File: src/rtl/t03_player_motion.sv
// Player motion controller: walk, jump arc, and attack sequencing.
// All state advances on frame ticks and holds while frozen.
module t03_player_motion #(
    parameter int X_INIT         = 100,
    parameter int X_MIN          = 0,
    parameter int X_MAX          = 600,
    parameter int WALK_STEP      = 4,
    parameter int JUMP_V         = 20,
    parameter int GRAVITY        = 1,
    parameter int ATTACK_FRAMES  = 8,
    parameter bit FACE_LEFT_INIT = 1'b0
) (
    input  logic        clk,
    input  logic        rst,
    input  logic        frame_tick,
    input  logic        freeze,
    input  logic        btn_left,
    input  logic        btn_right,
    input  logic        btn_jump,
    input  logic        btn_attack,
    output logic [10:0] x,
    output logic [10:0] y,
    output logic [1:0]  p_state,
    output logic        p_left,
    output logic        airborne
);

    // state  | meaning
    // IDLE   | grounded, no horizontal input
    // WALK   | grounded, moving in one direction
    // JUMP   | airborne, integrating vy into y each frame
    // ATTACK | position frozen, counting down the attack frames
    typedef enum logic [1:0] {
        S_IDLE   = 2'b00,
        S_WALK   = 2'b01,
        S_JUMP   = 2'b10,
        S_ATTACK = 2'b11
    } state_t;

    localparam logic signed [12:0] X_MIN_S  = 13'(X_MIN);
    localparam logic signed [12:0] X_MAX_S  = 13'(X_MAX);
    localparam logic signed [12:0] STEP_S   = 13'(WALK_STEP);
    localparam logic signed [7:0]  JUMP_V_S = 8'(JUMP_V);
    localparam logic signed [7:0]  GRAV_S   = 8'(GRAVITY);
    localparam logic [7:0]         ATK_LOAD = 8'(ATTACK_FRAMES - 1);
    localparam logic [10:0]        X_INIT_U = 11'(X_INIT);

    state_t             state, state_nx;
    logic signed [7:0]  vy, vy_nx, vy_src;
    logic [7:0]         atk_cnt, atk_cnt_nx;
    logic [10:0]        x_nx, y_nx, x_moved;
    logic               p_left_nx, airborne_nx;
    logic               tick, dir_left, dir_right, dir_one, do_phys;
    logic signed [12:0] x_try;
    logic signed [11:0] y_sum;

    assign tick      = frame_tick & ~freeze;
    // Both directions held cancel out, as does neither.
    assign dir_left  = btn_left & ~btn_right;
    assign dir_right = btn_right & ~btn_left;
    assign dir_one   = dir_left | dir_right;
    assign p_state   = state;

    // Candidate x after one walk step, clamped to the playfield.
    always_comb begin
        x_try = $signed({2'b00, x});
        if (dir_left) begin
            x_try = x_try - STEP_S;
        end else if (dir_right) begin
            x_try = x_try + STEP_S;
        end
        if (x_try < X_MIN_S) begin
            x_moved = X_MIN_S[10:0];
        end else if (x_try > X_MAX_S) begin
            x_moved = X_MAX_S[10:0];
        end else begin
            x_moved = x_try[10:0];
        end
    end

    // Next-state, motion and attack counter for one frame tick.
    always_comb begin
        state_nx   = state;
        x_nx       = x;
        y_nx       = y;
        vy_nx      = vy;
        atk_cnt_nx = atk_cnt;
        p_left_nx  = p_left;
        vy_src     = vy;
        do_phys    = 1'b0;
        y_sum      = '0;

        case (state)
            S_IDLE, S_WALK: begin
                x_nx = x_moved;
                if (dir_one) begin
                    p_left_nx = dir_left;
                end
                if (btn_attack) begin
                    state_nx   = S_ATTACK;
                    atk_cnt_nx = ATK_LOAD;
                end else if (btn_jump) begin
                    // Launch frame already integrates the launch velocity.
                    vy_src  = JUMP_V_S;
                    do_phys = 1'b1;
                end else if (dir_one) begin
                    state_nx = S_WALK;
                end else begin
                    state_nx = S_IDLE;
                end
            end
            S_JUMP: begin
                x_nx = x_moved;
                if (dir_one) begin
                    p_left_nx = dir_left;
                end
                do_phys = 1'b1;
            end
            S_ATTACK: begin
                if (atk_cnt == 8'd0) begin
                    state_nx = S_IDLE;
                end else begin
                    atk_cnt_nx = atk_cnt - 8'd1;
                end
            end
            default: state_nx = S_IDLE;
        endcase

        if (do_phys) begin
            y_sum = $signed({1'b0, y}) + {{4{vy_src[7]}}, vy_src};
            if (y_sum > 12'sd0) begin
                state_nx = S_JUMP;
                y_nx     = y_sum[10:0];
                vy_nx    = vy_src - GRAV_S;
            end else begin
                y_nx     = '0;
                vy_nx    = '0;
                state_nx = dir_one ? S_WALK : S_IDLE;
            end
        end

        airborne_nx = (y_nx != 11'd0) || (state_nx == S_JUMP);
    end

    // State register; every output comes straight from here.
    always_ff @(posedge clk or posedge rst) begin
        if (rst) begin
            state    <= S_IDLE;
            x        <= X_INIT_U;
            y        <= '0;
            vy       <= '0;
            atk_cnt  <= '0;
            p_left   <= FACE_LEFT_INIT;
            airborne <= 1'b0;
        end else if (tick) begin
            state    <= state_nx;
            x        <= x_nx;
            y        <= y_nx;
            vy       <= vy_nx;
            atk_cnt  <= atk_cnt_nx;
            p_left   <= p_left_nx;
            airborne <= airborne_nx;
        end
    end

endmodule

File: config.mk
export PLATFORM = sky130hd
export DESIGN_NAME = t03_player_motion
export DESIGN_NICKNAME = d
export VERILOG_FILES = /design/src/rtl/t03_player_motion.sv
export SDC_FILE = /design/constraint.sdc
export NUM_CORES = 1
export LEC_CHECK = 0
export ABC_AREA = 1
export BUFFER_PORTS_ARGS = -buffer_cell sky130_fd_sc_hd__buf_2
export CORE_AREA = 2 2 65 114
export CTS_BUF_LIST = sky130_fd_sc_hd__clkbuf_16
export DETAILED_ROUTE_END_ITERATION = 8
export DIE_AREA = 0 0 67 116
export GPL_ROUTABILITY_DRIVEN = 0
export PLACE_DENSITY_LB_ADDON = 0.1
export SETUP_SLACK_MARGIN = 0.4
export SLEW_MARGIN = 0
export SYNTH_ARGS = -nofsm -noshare
export SYNTH_HDL_FRONTEND = slang
export SYNTH_SLANG_ARGS = --single-unit
File: constraint.sdc
create_clock -name clk -period 3.6 [get_ports clk]
set_input_delay 0.54 -clock clk [delete_from_list [all_inputs] [get_ports clk]]
set_output_delay 0.54 -clock clk [all_outputs]
set_load 0.1 [all_outputs]
======== Yosys cells after proc, flatten, opt, wreduce, memory -nomap -nowiden ========
Cells that the tools add are included.
storage, ports and cells
  bits of input ports ..................... 8
  register bits ........................... 42
  output and inout bits ................... 26
  logic and storage cells ................. 62
cells by class
  add/sub/neg operators ................... 5
  bitwise gates (word level) .............. 7
  magnitude comparators ................... 3
  reduce and logical (&&, ||, !) cells .... 11
  equality and inequality tests ........... 6
  mux-type cells .......................... 23
operators with widths
  kind                   number
  $mux 8                 6
  $mux 11                4
  $pmux 8 s2             1
  $gt 13x11->1 const B   1
  $lt 13x1->1 const B    1
  $mux 13                1
  $add 11x12->12         1
  $add 11x3->12 const B  1
  $gt 12x1->1 const B    1
  $mux 12                1
  $sub 11x3->12 const B  1
  $reduce_bool 11->1     1
  $mux 2                 5
  $logic_not 8->1        1
  $sub 8x1->8 const B    1
  $sub 8x2->8 const B    1
  $eq 2x2->1 const B     3
  $ne 2x2->1 const B     2
  $pmux 2 s2             1
  $reduce_and 2->1       2
  $reduce_and 4->1       1
  $and 1x1->1            3
  $mux 1                 3
  $not 1->1              3
  other kinds (9)        9

======== Longest topological paths before layout ========
  depth after elaboration ................. 10
  depth in mapped cells ................... 20
  depth with buffers taken out ............ 20

======== Least setup slack after synthesis ========
No wires, ideal clock.
  kind .................................... register to register
  from .................................... register state[1], in the netlist p_state[1]
  to ...................................... register vy[0]
  path buffers ............................ 1
  library setup time ...................... 0.132 ns
  stages on the path, launching flop included .. 18
  data arrival time ....................... 3.352 ns
  path slack .............................. 0.116 ns
  data required time ...................... 3.468 ns
  cell sequence ........................... dfrtp_1 > or2_4 > nor2_8 > nor2_1 > ha_1 > inv_1 > fa_1 > inv_1 > or2_2 > nor2_1 > nand3_1 > nor2_1 > nand2_1 > nor2_1 > nand2_1 > nand3_4 > buf_6 > o22ai_2
on the way
  longest elaborated chain between the ends .. 6
  elaborated cells between the ends (all ways) .. 11
RTL lines
  element                                               RTL line  source
  start, declared                                       48        state_t state, state_nx;
  start signal, assigned                                156       state <= state_nx;
  $eq 2x1->1 / $logic_not 2->1 (equally long branches)  93        case (state)
  $reduce_or 2->1                                       93
  $mux 8                                                93
  $add 11x12->12                                        130       y_sum = $signed({1'b0, y}) + {{4{vy_src[7]}}, vy_src};
  $gt 12x1->1                                           131       if (y_sum > 12'sd0) begin
  $mux 8                                                131
  end signal, assigned                                  159       vy <= vy_nx;
  end, declared                                         49        logic signed [7:0] vy, vy_nx, vy_src;
Parallel ways exist; a longest one is shown, timed or not.
A chain may end at the register's enable or synchronous reset.

======== Worst setup path after layout ========
  from .................................... register state[1], in the netlist p_state[1]
  to ...................................... register y[8]
on the way
  longest elaborated chain between the ends .. 7
  elaborated cells between the ends (all ways) .. 10
RTL lines
  element                                               RTL line  source
  $eq 2x1->1 / $logic_not 2->1 (equally long branches)  93
  $reduce_or 2->1                                       93
  $mux 8                                                93
  $add 11x12->12                                        130
  $gt 12x1->1                                           131
  $mux 11                                               131
  $mux 11 *                                             129       if (do_phys) begin
  end signal, assigned                                  158       y <= y_nx;
  end, declared                                         22        output logic [10:0] y,
Mark *: on every way between the ends. The rest lies on a longest branch, timed or not.

==> flow_summary.ini <==
[yosys]
synth.yosys.seq_area_share_pct = 31.4
ys.flop_type = dfrtp_1
synth-warning-count = 0
synth_cell_type_count = 43
syn_area_um2 = 3200
synth_edf_count = 0
async_reset_ff_share_pct = 100
ys_ff_latch = 40
avgSynthCellArea_um2 = 6.89
synth_cells = 465

[clock_network]
hold_buffers = 0
ctsHtreeMaxLevel = 2
cts_tree = built
path_clk_slew_ns = 0.06
clockRootBuffer = clkbuf_16
cts_sinks = 40
clk_path_buf_depth = 2
insertion_delay_ns = 0.29
numCtsBuffers = 5

[sta]
setup_tns_ns = 0
fin_crit_ns = 3.05
period_share_pct = 84.7
final_hold_viol_count = 0
skew_ns = 0.00456
worst_pin_slew_ns = 1.17
setup_viol = 0
maxSlewHeadroom_pct = 22.2
slew_violations = 0
timing.hold.ws_ns = 0.460
rsz0062_at_grt = true
timing.fmax_ghz = 0.328

[floorplanning]
die_w_um = 67
dieArea_um2 = 7770
std_cell_rows = 40
die-height_um = 116
io_pins = 34
initial_core_util_pct = 47.1
core_um2 = 6810

[routing]
drtAntennaViolNets = 0
via_count = 3025
dr.pass1.iters = 5
drt-wirelength-per-cell_um = 14.0
drc_errors = 0
drt-initial-drc-count = 109
wirelength_um = 8270
viasPerCell = 5.12

[cells_and_area]
final_nets = 535
drive_gt1_share_pct = 16.8
layoutNonFillerInstCount = 591
syn_to_final_growth_pct = 15.2
post-route-util_pct = 54.2
diodes = 0

[grt]
grt_pass1_vias = 2889
gr-usage-all-layers_pct = 22.9
grt-ovfl-total = 0
antenna_found_initial = 0
grt_max_degree = 30
grt_first_pass_wirelength_um = 13200

[critical_path]
setup.worst_path.start_class = flip-flop
path_buf_inv = 3
cpPeakStageDelay_ns = 0.45
required_ns = 3.81
worstPathArrival_ns = 3.26
crit_family = simple AND/OR/NAND/NOR gates
crit_type = reg2reg
crit_slowest_cell = dfrtp_2
crit_chain = or2_4, nor2_8, inv_6, nand2_4, inv_2, ha_1, nand2_1, nor2_2, nand3_1, nand3_1, nand2_1, nand2_1, nor2_1, nand2_1, nand3_4, buf_12, o21ai_2
crit_fanout = 8
cp_common_cell = nand2_1
end_kind = flip-flop

[placement]
io_buffers = 31
hpwl_um = 6740
dp_cells = 579

[status]
status = finished, final reports clean

[hold_path]
hp-class = reg2reg

[flow_run]
drv_cap = 0
## synthesized netlist by cell type (2+ instances only)
cell type  number  area, µm²
inv_1          69        259
buf_2           2       10.0
dfrtp_1        37        926
dfstp_2         3       78.8
a21oi_1        12       60.1
nor2_2          2       12.5
nand3_2         2       20.0
o22ai_1         3       18.8
o21ai_2         4       35.0
nand4_1         7       43.8
o22ai_2         6       75.1
nand3b_1        4       30.0
ha_1           20        250
xor2_1          5       43.8
nor2_1         36        135
o211ai_1        2       15.0
nand2_1       158        593
nor4_1          2       12.5
nor2_4          2       22.5
nor2_8          2       40.0
nor3_1          9       45.0
or2_2           2       12.5
inv_2           3       11.3
o21ai_0        17       85.1
o21ai_1         2       10.0
nand3_1        33        165
buf_4           2       15.0
or2_0           2       12.5
xnor2_1         3       26.3
## timing repair
item	in CTS	in global routing
endpoints found under the setup margin	6	21
pin swaps	1	2
gates resized for setup	1	4
setup buffers	0	4
## registers in the layout, indices dropped and copies added, names as in the netlist
register,flops
airborne,1
atk_cnt,8
p_left,1
p_state,2
vy,8
x,9
y,11
## path summary, 6_finish.rpt
| path | start | endpoint | slack [ns] | depth (start not counted) |
|---|---|---|---|---|
| min reg2reg | atk_cnt[4]$_DFFE_PP0P_ | atk_cnt[4]$_DFFE_PP0P_ | 0.46 | 1 |
| min in group asynchronous | rst | x[10]$_DFFE_PP0P_ | 0.55 | 2 |
| max in group asynchronous | rst | x[2]$_DFFE_PP1P_ | 2.22 | 3 |
| max | p_state[1]$_DFFE_PP0P_ | y[8]$_DFFE_PP0P_ | 0.55 | 17 |
| max reg2reg | p_state[1]$_DFFE_PP0P_ | y[8]$_DFFE_PP0P_ | 0.55 | 17 |
| min | atk_cnt[4]$_DFFE_PP0P_ | atk_cnt[4]$_DFFE_PP0P_ | 0.46 | 1 |
## metrics by stage
| step | cell area (µm²) | setup slack [ns] |
|---|---|---|
| 3_5_place_dp | 3460 | 0.229 |
| 3_3_place_gp | 3460 | 0.269 |
| 5_1_grt | 3690 | 0.384 |
| 2_1_floorplan | 3210 | 0.429 |
| 6_report | 3690 | 0.550 |
| 4_1_cts | 3630 | 0.433 |
## layer usage
| metal | vias up | share of wire [%] | track usage, % |
|---|---|---|---|
| li1 | 1559 | - | - |
| met1 | 1394 | 36 | 22.5 |
| met2 | 53 | 58 | 44.6 |
| met3 | 19 | 2.5 | 2.91 |
| met4 | 0 | 3.6 | 11.8 |
| met5 | - | 0 | 0 |
## final cells by class
| cell class | count | area, µm² |
|---|---|---|
| clock buffers | 5 | 125 |
| clock inverters | 3 | 42.5 |
| fillers | 736 | 3120 |
| inverters | 74 | 288 |
| multi-input cells | 347 | 1900 |
| flip-flops and latches | 40 | 1010 |
| well taps | 84 | 105 |
| repair buffers | 38 | 220 |
## cells by family after synthesis
logic type	count (synthesis)	synth area share [%]
AND/OR/NAND/NOR	266	37.5
buffers and inverters	79	10.1
AO/OA/AOI/OAI	50	10.3
flip-flops	40	31.4
adder cells (fa/ha/maj)	21	8.43
XOR/XNOR	8	2.19
other	1	0.117
## layout by cell type, fill, tap and decap left out, types with 3 or more instances in the layout
cell type	n
nand3b_1	4
nor2_2	4
nor3_1	9
nand3_1	32
nand2_1	158
dfrtp_1	36
dfstp_2	3
o22ai_2	6
nor2_1	34
clkbuf_16	5
inv_2	3
inv_1	69
o21ai_0	17
ha_1	18
nand3_2	3
a21oi_1	12
buf_2	31
o22ai_1	3
buf_4	6
xor2_1	5
o21ai_2	4
xnor2_1	3
nand4_1	7
Power is left out: the tool's default activity adds up to more than one toggle a clock period on the data nets, which glitch-free logic cannot reach.
